--- src/rtl/fifo_sched_pkg.sv ---
// Shared definitions for the FIFO read scheduler: FSM encoding, a
// constant-usable clog2, and the round-robin pick helper.
package fifo_sched_pkg;

    // FSM encoding kept as plain constants so legacy netlists and
    // waveforms keep the same state values.
    localparam logic ST_IDLE  = 1'b0;
    localparam logic ST_BURST = 1'b1;

    // Upper bound on channel count handled by rr_pick.
    localparam int unsigned MAX_CH = 16;

    // Ceiling log2, usable in constant expressions; clog2(1) = 0.
    function automatic int unsigned clog2(input int unsigned v);
        int unsigned r;
        r = 0;
        for (int unsigned i = 0; i < 32; i++) begin
            if ((64'd1 << i) < 64'(v)) begin
                r = i + 1;
            end
        end
        return r;
    endfunction

    // First set bit of req at or after ptr, wrapping from n-1 back to 0.
    // Only the low n bits of req are considered; returns 0 if none set.
    function automatic logic [3:0] rr_pick(
        input logic [MAX_CH-1:0] req,
        input logic [3:0]        ptr,
        input int unsigned       n
    );
        logic [3:0] pick;
        logic       found;
        logic [4:0] s;
        pick  = '0;
        found = 1'b0;
        for (int unsigned i = 0; i < MAX_CH; i++) begin
            s = {1'b0, ptr} + 5'(i);
            if (s >= 5'(n)) begin
                s = s - 5'(n);
            end
            if ((i < n) && !found && req[s[3:0]]) begin
                pick  = s[3:0];
                found = 1'b1;
            end
        end
        return pick;
    endfunction

endpackage

--- src/rtl/fifo_sched_obuf.sv ---
// Two-entry output buffer. The head entry is a register that drives the
// output directly, so there is no combinational path from pop to data.
module fifo_sched_obuf
    import fifo_sched_pkg::*;
#(
    parameter int unsigned DW  = 8,
    parameter int unsigned CHW = 2
) (
    input  logic              clk,
    input  logic              rst,
    input  logic              push,
    input  logic [DW+CHW-1:0] pdata,
    input  logic              pop,
    output logic [1:0]        occ,
    output logic              ovalid,
    output logic [DW+CHW-1:0] odata
);

    localparam int unsigned W = DW + CHW;

    logic [W-1:0] r_head;
    logic [W-1:0] r_tail;
    logic [1:0]   r_occ;
    logic         w_pop;

    // A pop request is only honoured when the head actually holds a word.
    assign w_pop = pop & (r_occ != 2'd0);

    // Head/tail shift register with occupancy count; push+pop at occ=1
    // replaces the head in place so occupancy stays at 1.
    always_ff @(posedge clk) begin
        if (rst) begin
            r_head <= '0;
            r_tail <= '0;
            r_occ  <= '0;
        end else begin
            case ({push, w_pop})
                2'b10: begin
                    if (r_occ == 2'd0) begin
                        r_head <= pdata;
                        r_occ  <= 2'd1;
                    end else if (r_occ == 2'd1) begin
                        r_tail <= pdata;
                        r_occ  <= 2'd2;
                    end
                end
                2'b01: begin
                    r_head <= r_tail;
                    r_occ  <= r_occ - 2'd1;
                end
                2'b11: begin
                    if (r_occ == 2'd1) begin
                        r_head <= pdata;
                    end else begin
                        r_head <= r_tail;
                        r_tail <= pdata;
                    end
                end
                default: begin
                end
            endcase
        end
    end

    assign occ    = r_occ;
    assign ovalid = (r_occ != 2'd0);
    assign odata  = r_head;

endmodule

--- src/rtl/fifo_rd_sched.sv ---
// Round-robin read scheduler: shares one downstream consumer among NCH
// FIFO read ports, granting bursts of up to BURST reads per channel and
// draining captured words through a tagged 2-entry output buffer.
module fifo_rd_sched
    import fifo_sched_pkg::*;
#(
    parameter  int unsigned NCH   = 4,
    parameter  int unsigned DW    = 8,
    parameter  int unsigned BURST = 4,
    localparam int unsigned CHW   = clog2(NCH)
) (
    input  logic              rclk,
    input  logic              rrst,
    input  logic [NCH-1:0]    ch_en,
    input  logic [NCH-1:0]    rempty,
    output logic [NCH-1:0]    rden,
    input  logic [NCH*DW-1:0] rdata,
    output logic              ovalid,
    input  logic              ordy,
    output logic [DW-1:0]     odata,
    output logic [CHW-1:0]    och,
    output logic              busy
);

    localparam int unsigned CW = clog2(BURST + 1);

    logic              r_state;
    logic [CHW-1:0]    r_ptr;
    logic [CHW-1:0]    r_gnt;
    logic [CW-1:0]     r_cnt;
    logic              r_infl;
    logic [CHW-1:0]    r_rdch;

    logic [NCH-1:0]    w_elig;
    logic [CHW-1:0]    w_pick;
    logic [CHW-1:0]    w_gnt_inc;
    logic [1:0]        w_occ;
    logic [2:0]        w_load;
    logic              w_pop;
    logic              w_space;
    logic              w_issue;
    logic [CHW-1:0]    w_issue_ch;
    logic              w_state_nxt;
    logic [CHW-1:0]    w_gnt_nxt;
    logic [CHW-1:0]    w_ptr_nxt;
    logic [CW-1:0]     w_cnt_nxt;
    logic [DW-1:0]     w_rd_word;
    logic [DW+CHW-1:0] w_head;

    assign w_elig = ch_en & ~rempty;
    assign w_pick = CHW'(rr_pick(16'(w_elig), 4'(r_ptr), NCH));
    assign w_pop  = ovalid & ordy;

    // Buffer slots already committed: stored words plus the word in flight.
    // A new read fits if fewer than 2 are committed, or exactly 2 with a
    // pop freeing one on this edge.
    assign w_load  = 3'(w_occ) + 3'(r_infl);
    assign w_space = (w_load < 3'd2) | ((w_load == 3'd2) & w_pop);

    assign w_gnt_inc = (r_gnt == CHW'(NCH - 1)) ? '0 : r_gnt + CHW'(1);

    // Arbitration FSM: pick a channel in IDLE, then keep reading it until
    // the burst limit is hit or it stops being eligible. A stall for lack
    // of buffer space holds the grant without advancing the count.
    always_comb begin
        w_issue     = 1'b0;
        w_issue_ch  = r_gnt;
        w_state_nxt = r_state;
        w_gnt_nxt   = r_gnt;
        w_cnt_nxt   = r_cnt;
        w_ptr_nxt   = r_ptr;
        if (r_state == ST_IDLE) begin
            if (|w_elig) begin
                w_issue     = w_space;
                w_issue_ch  = w_pick;
                w_state_nxt = ST_BURST;
                w_gnt_nxt   = w_pick;
                w_cnt_nxt   = CW'(w_space);
            end
        end else begin
            w_issue   = w_elig[r_gnt] & w_space & (r_cnt < CW'(BURST));
            w_cnt_nxt = r_cnt + CW'(w_issue);
            if (!w_elig[r_gnt] || (w_cnt_nxt == CW'(BURST))) begin
                w_state_nxt = ST_IDLE;
                w_ptr_nxt   = w_gnt_inc;
                w_cnt_nxt   = '0;
            end
        end
    end

    // One-hot read strobe, forced low while reset is asserted.
    always_comb begin
        rden = '0;
        for (int unsigned i = 0; i < NCH; i++) begin
            if (w_issue && !rrst && (w_issue_ch == CHW'(i))) begin
                rden[i] = 1'b1;
            end
        end
    end

    // Select the read data of the channel read on the previous cycle.
    always_comb begin
        w_rd_word = '0;
        for (int unsigned i = 0; i < NCH; i++) begin
            if (r_rdch == CHW'(i)) begin
                w_rd_word = rdata[i*DW +: DW];
            end
        end
    end

    // FSM state, grant, burst count, round-robin pointer and the
    // one-deep read-in-flight tracker.
    always_ff @(posedge rclk) begin
        if (rrst) begin
            r_state <= ST_IDLE;
            r_ptr   <= '0;
            r_gnt   <= '0;
            r_cnt   <= '0;
            r_infl  <= 1'b0;
            r_rdch  <= '0;
        end else begin
            r_state <= w_state_nxt;
            r_ptr   <= w_ptr_nxt;
            r_gnt   <= w_gnt_nxt;
            r_cnt   <= w_cnt_nxt;
            r_infl  <= w_issue;
            if (w_issue) begin
                r_rdch <= w_issue_ch;
            end
        end
    end

    fifo_sched_obuf #(
        .DW  (DW),
        .CHW (CHW)
    ) u_obuf (
        .clk    (rclk),
        .rst    (rrst),
        .push   (r_infl),
        .pdata  ({r_rdch, w_rd_word}),
        .pop    (w_pop),
        .occ    (w_occ),
        .ovalid (ovalid),
        .odata  (w_head)
    );

    assign och   = w_head[DW +: CHW];
    assign odata = w_head[DW-1:0];
    assign busy  = (r_state == ST_BURST) | r_infl | (w_occ != 2'd0);

endmodule

--- config.mk ---
export PLATFORM = sky130hd
export DESIGN_NAME = fifo_rd_sched
export DESIGN_NICKNAME = d
export VERILOG_FILES = /design/src/rtl/fifo_sched_pkg.sv /design/src/rtl/fifo_sched_obuf.sv /design/src/rtl/fifo_rd_sched.sv
export SDC_FILE = /design/constraint.sdc
export NUM_CORES = 1
export LEC_CHECK = 0
export CAP_MARGIN = 20
export CORE_ASPECT_RATIO = 2
export CORE_MARGIN = 1.5
export CORE_UTILIZATION = 48
export DETAILED_ROUTE_END_ITERATION = 10
export HOLD_SLACK_MARGIN = 0.06
export PLACE_DENSITY = 0.9
export RECOVER_POWER = 25
export SYNTH_ARGS = -nofsm -noshare
export SYNTH_HDL_FRONTEND = slang
export SYNTH_SLANG_ARGS = --single-unit
--- constraint.sdc ---
create_clock -name rclk -period 3.45 [get_ports rclk]
set_clock_uncertainty 0.2 [all_clocks]
set_input_delay 0.345 -clock rclk [delete_from_list [all_inputs] [get_ports rclk]]
set_output_delay 0.345 -clock rclk [all_outputs]
set_load 0.05 [all_outputs]
==> results.md <==
- The flow ran to the end, and the final reports show no timing, DRC or antenna violations.
- The routed layout has just over 2000 vias.
- In this run the remaining antenna-violating nets after routing total 0.
- The final max-slew violation count is 0.
- The clock-pin slew of the registers on the worst-case setup and hold paths is about 0.060 ns.
- The average cell area after synthesis is ~9.4 µm².
- For this block, the initial DRC count from the detailed router was 54.
- Summing all multi-input logic gate instances after layout gives about 1400 µm².
- The first detailed-routing pass ran for 4 iterations.
- After synthesis the cells add up to approximately 2100 µm².
- The number of standard cells after synthesis is about 230.
- The register bit total from synthesis is 33.
- The combinational group share of total power is 55.0%.
- For the pin with the worst max-slew slack, the measured transition is about 0.71 ns.
- The number of antenna cells inserted is 0.
- The final count of negative-setup-slack endpoints is 0.
- The startpoint class of the critical path is a flop.
- The worst register-to-register path begins at r_infl.
- The worst slew slack as a fraction of its limit is between 50 and 60%.
- The prevailing post-synth register cell is dfxtp_1.
- The endpoint of the worst register-to-register path is r_cnt[2].
- The share of post-route cells with drive strength above 1 is 15.57%.
- The hold path startpoint is u_obuf.odata[1].
- In this run the worst path has a maximum fanout of 6.
- The clock period minus worst slack is approximately 3.4 ns.
- The count of final hold-check violations is 0.
- The proportion of netlist area held by the largest area contributor is between 30% and 40%.
- The DRC violation count after routing is 0.
- The top achievable clock speed is around 300 MHz.
- For this run, the share of the core covered by cells in the final layout is between 60 and 70%.
- The clock passes through at most 2 buffers.
- The root buffer cell is clkbuf_8.
- The post-CTS setup buffer count is 0.
- The proportion of power drawn by flip-flops and latches is about 27%.
- The proportion of total power due to net switching is between 40 and 50%.
- The count of cells along the worst hold path is 2.
- The sequential fraction of the synthesis area is a little under a third.
- Dividing the detail-routed wire length by the instance count gives around 16 µm.
- The library cell used most frequently in the layout, excluding fill and tap cells, is clkdlybuf4s50_1.
- dfxtp_1 takes more of the synthesized area than any other cell.
- The critical path is of the flop to output pin type.
- The number of flops mapped to enable cells by yosys is 0.
- The storage element area is approximately 660 µm².
- The clock net in this run drives a total of 33 sinks.
- Global routing consumed, over all layers together, a little under a quarter of the routing resources.
- The placed instances occupy a cell area of approximately 2800 µm².
- Measured along the x axis, the die boundary spans roughly 50 µm.
- The number of nets in the synthesized netlist is 283.
- The total overflow left after global routing is 0.
- The power density normalized to cell area is around 690 nW/µm².
- The worst hold path terminates at u_obuf.odata[1].
- From bottom edge to top edge, the die measures 97.17 µm.
- After legalization and detailed placement, the total HPWL measured approximately 4300 µm.
- By area the synthesized netlist is led by dfxtp_1 31%, mux4_2 14%, ha_1 7.6%, nor2_1 6.0%, mux2i_1 5.2%.
- Entering global routing, the biggest net connects 34 pins.
- The top cell types in the final layout, fill and taps aside, are 43 x clkdlybuf4s50_1, 34 x nor2_1, 32 x dfxtp_1.
- At the worst endpoint, the required time is 2.90 ns.
- The count of buffers added on input and output ports is a little under 60.
- The static power due to leakage is around 1.1 nW.
- The full die area is between 4000 and 5000 µm².
- The depth of the worst register-to-register path is 13.
- The cell-internal power is 1.163 mW.
- After floorplanning, the core was divided into 34 placement rows.
- The arrival time of data at the critical path endpoint is roughly 2.9 ns.
- TritonCTS built the clock tree.
- Summing all non-filler instances in the final layout gives an area of between 2000 and 3000 µm².
- The setup slack at placement is 0.1030 ns.
- The area growth from synthesis to layout is 39.86%.
- The first global-routing pass estimated a little over 9000 µm of wire.
- Synthesis instantiated 45 different standard cells from the library.
- The net count of the finished layout is around 340.
- Across the run, the number of max-cap violations was 0.
- The number of H-tree levels is 2.
- The Yosys step of the flow raised 0 warnings.
- The overall power consumption is 2.066 mW.
- Summed over all layers, the routed wires come to about 5600 µm.
- The initial antenna violation count was 0.
- The worst setup path is captured at an output pin.
- In the routed layout, each cell is associated on average with a via count of around 6.
- The proportion of synthesized flip-flops having asynchronous set or reset is 0%.
- The maximum VDD drop is between 0.4 and 0.5 mV.
- Once the floorplan was initialized, standard cells occupied between 40% and 50% of the core.
- The portion of the clock cycle consumed by the worst path in the final layout is around 98%.
- The final worst-path setup slack is 0.05953 ns.
- The total area inside the core boundary comes to between 4000 and 5000 µm².
- For this design the top-level I/O count stands at 59.
- The path class of the tightest hold or removal check is flop to flop.
- Setup repair after global routing could not meet its margin everywhere.
- The final setup TNS is 0 ns.
- The proportion of power drawn by the clock network is approximately 18%.
- The number of inserted filler cells in the final layout is approximately 340.
- The register-to-register setup slack is 0.42 ns.
- For the worst-skew pair, the clock arrives at the later sink with an insertion delay of 0.28 ns.
- The net switching component of the power is about 0.9 mW.
- The number of global-route vias before repair is between 2000 and 2500.
- The global placement routability congestion is a little under 0.9.
- The CTS buffer count is 5.
layout make-up:
type                            instances  share of cell area [%]
Clock buffer                            7                   2.900
Clock inverter                          1                   1.009
Inverter                               12                   1.513
Multi-Input combinational cell        169                   46.95
Sequential cell                        33                   22.24
Tap cell                               54                   2.270
Timing Repair Buffer                   67                   23.12
per-layer routing:
layer  up-vias  global-route usage [%]  wire length [µm]
li1        981                       -                 -
met1       961                   19.64              1783
met2        90                   48.08              3255
met3        27                   3.538               231
met4         0                   13.68               296
met5         -                       0                 0
critical path, stage by stage (launching register included):
cell	delay [ns]
dfxtp_2	0.40
inv_1	0.17
ha_4	0.33
mux4_2	0.51
and3_1	0.22
a22o_1	0.25
mux2i_4	0.22
nor4b_4	0.30
buf_12	0.18
power by group through the flow:
stage / sequential, mW / clock, mW / combinational [mW]
floorplan: 0.720 / 0 / 0.620
global placement: 0.564 / 0 / 1.11
detailed placement: 0.571 / 0 / 1.14
CTS: 0.563 / 0.377 / 1.15
global route: 0.572 / 0.394 / 1.23
finish: 0.560 / 0.369 / 1.14
cell families after synthesis:
family,count (synthesis),synth area share [%]
AND/OR/NAND/NOR,77,18.58
adder cells (fa/ha/maj),13,7.643
buffers and inverters,25,4.880
AO/OA/AOI/OAI,53,17.46
flip-flops,33,31.04
multiplexers,25,19.99
XOR/XNOR,1,0.4116
synth_stat cells (2+ instances only):
master and count:
a211oi_1 13, a21oi_1 8, a22oi_1 12, a31oi_1 5, and3_1 2, buf_1 2
buf_2 2, clkbuf_1 8, dfxtp_1 33, ha_1 13, inv_1 11, mux2i_1 11
mux4_2 13, nand2_1 4, nand2b_1 6, nand3_1 5, nand4_1 2, nor2_1 34
nor2b_1 5, nor3_1 6, nor4_1 2, o21ai_0 4, o21ai_1 2, or3_1 3
sequential cells by signal, indices dropped and copies added, names as in the netlist:
name and flops:
u_obuf.occ 2, r_infl 1, r_gnt 2, u_obuf.odata 10, u_obuf.r_tail 10, r_cnt 3, r_rdch 2, r_state 1
r_ptr 2
worst max-delay path by stage:
stage               startpoint  endpoint  slack, ns  cells past startpoint
floorplan             r_ptr[0]   rden[3]       0.01                      8
global placement     rempty[2]  r_cnt[2]       0.21                     11
detailed placement   rempty[0]  r_cnt[2]       0.10                     11
CTS                   r_ptr[1]   rden[1]       0.02                      8
global route          r_ptr[1]   rden[1]      -0.04                      8
finish                r_ptr[1]   rden[1]       0.06                      8
timing repair:
| action | in CTS | in global routing |
|---|---|---|
| endpoints found under the setup margin | 2 | 2 |
| hold buffers | 0 | 0 |
| pin swaps | 0 | 0 |
| resized for setup | 1 | 2 |
per-stage QoR:
step,hold WS (ns),cells
6_report,0.2944,343
5_1_grt,0.3294,343
4_1_cts,0.3008,343
3_5_place_dp,0.2847,335
3_3_place_gp,0.2727,335
2_1_floorplan,0.2608,227
(Power assumes the default switching activity.)
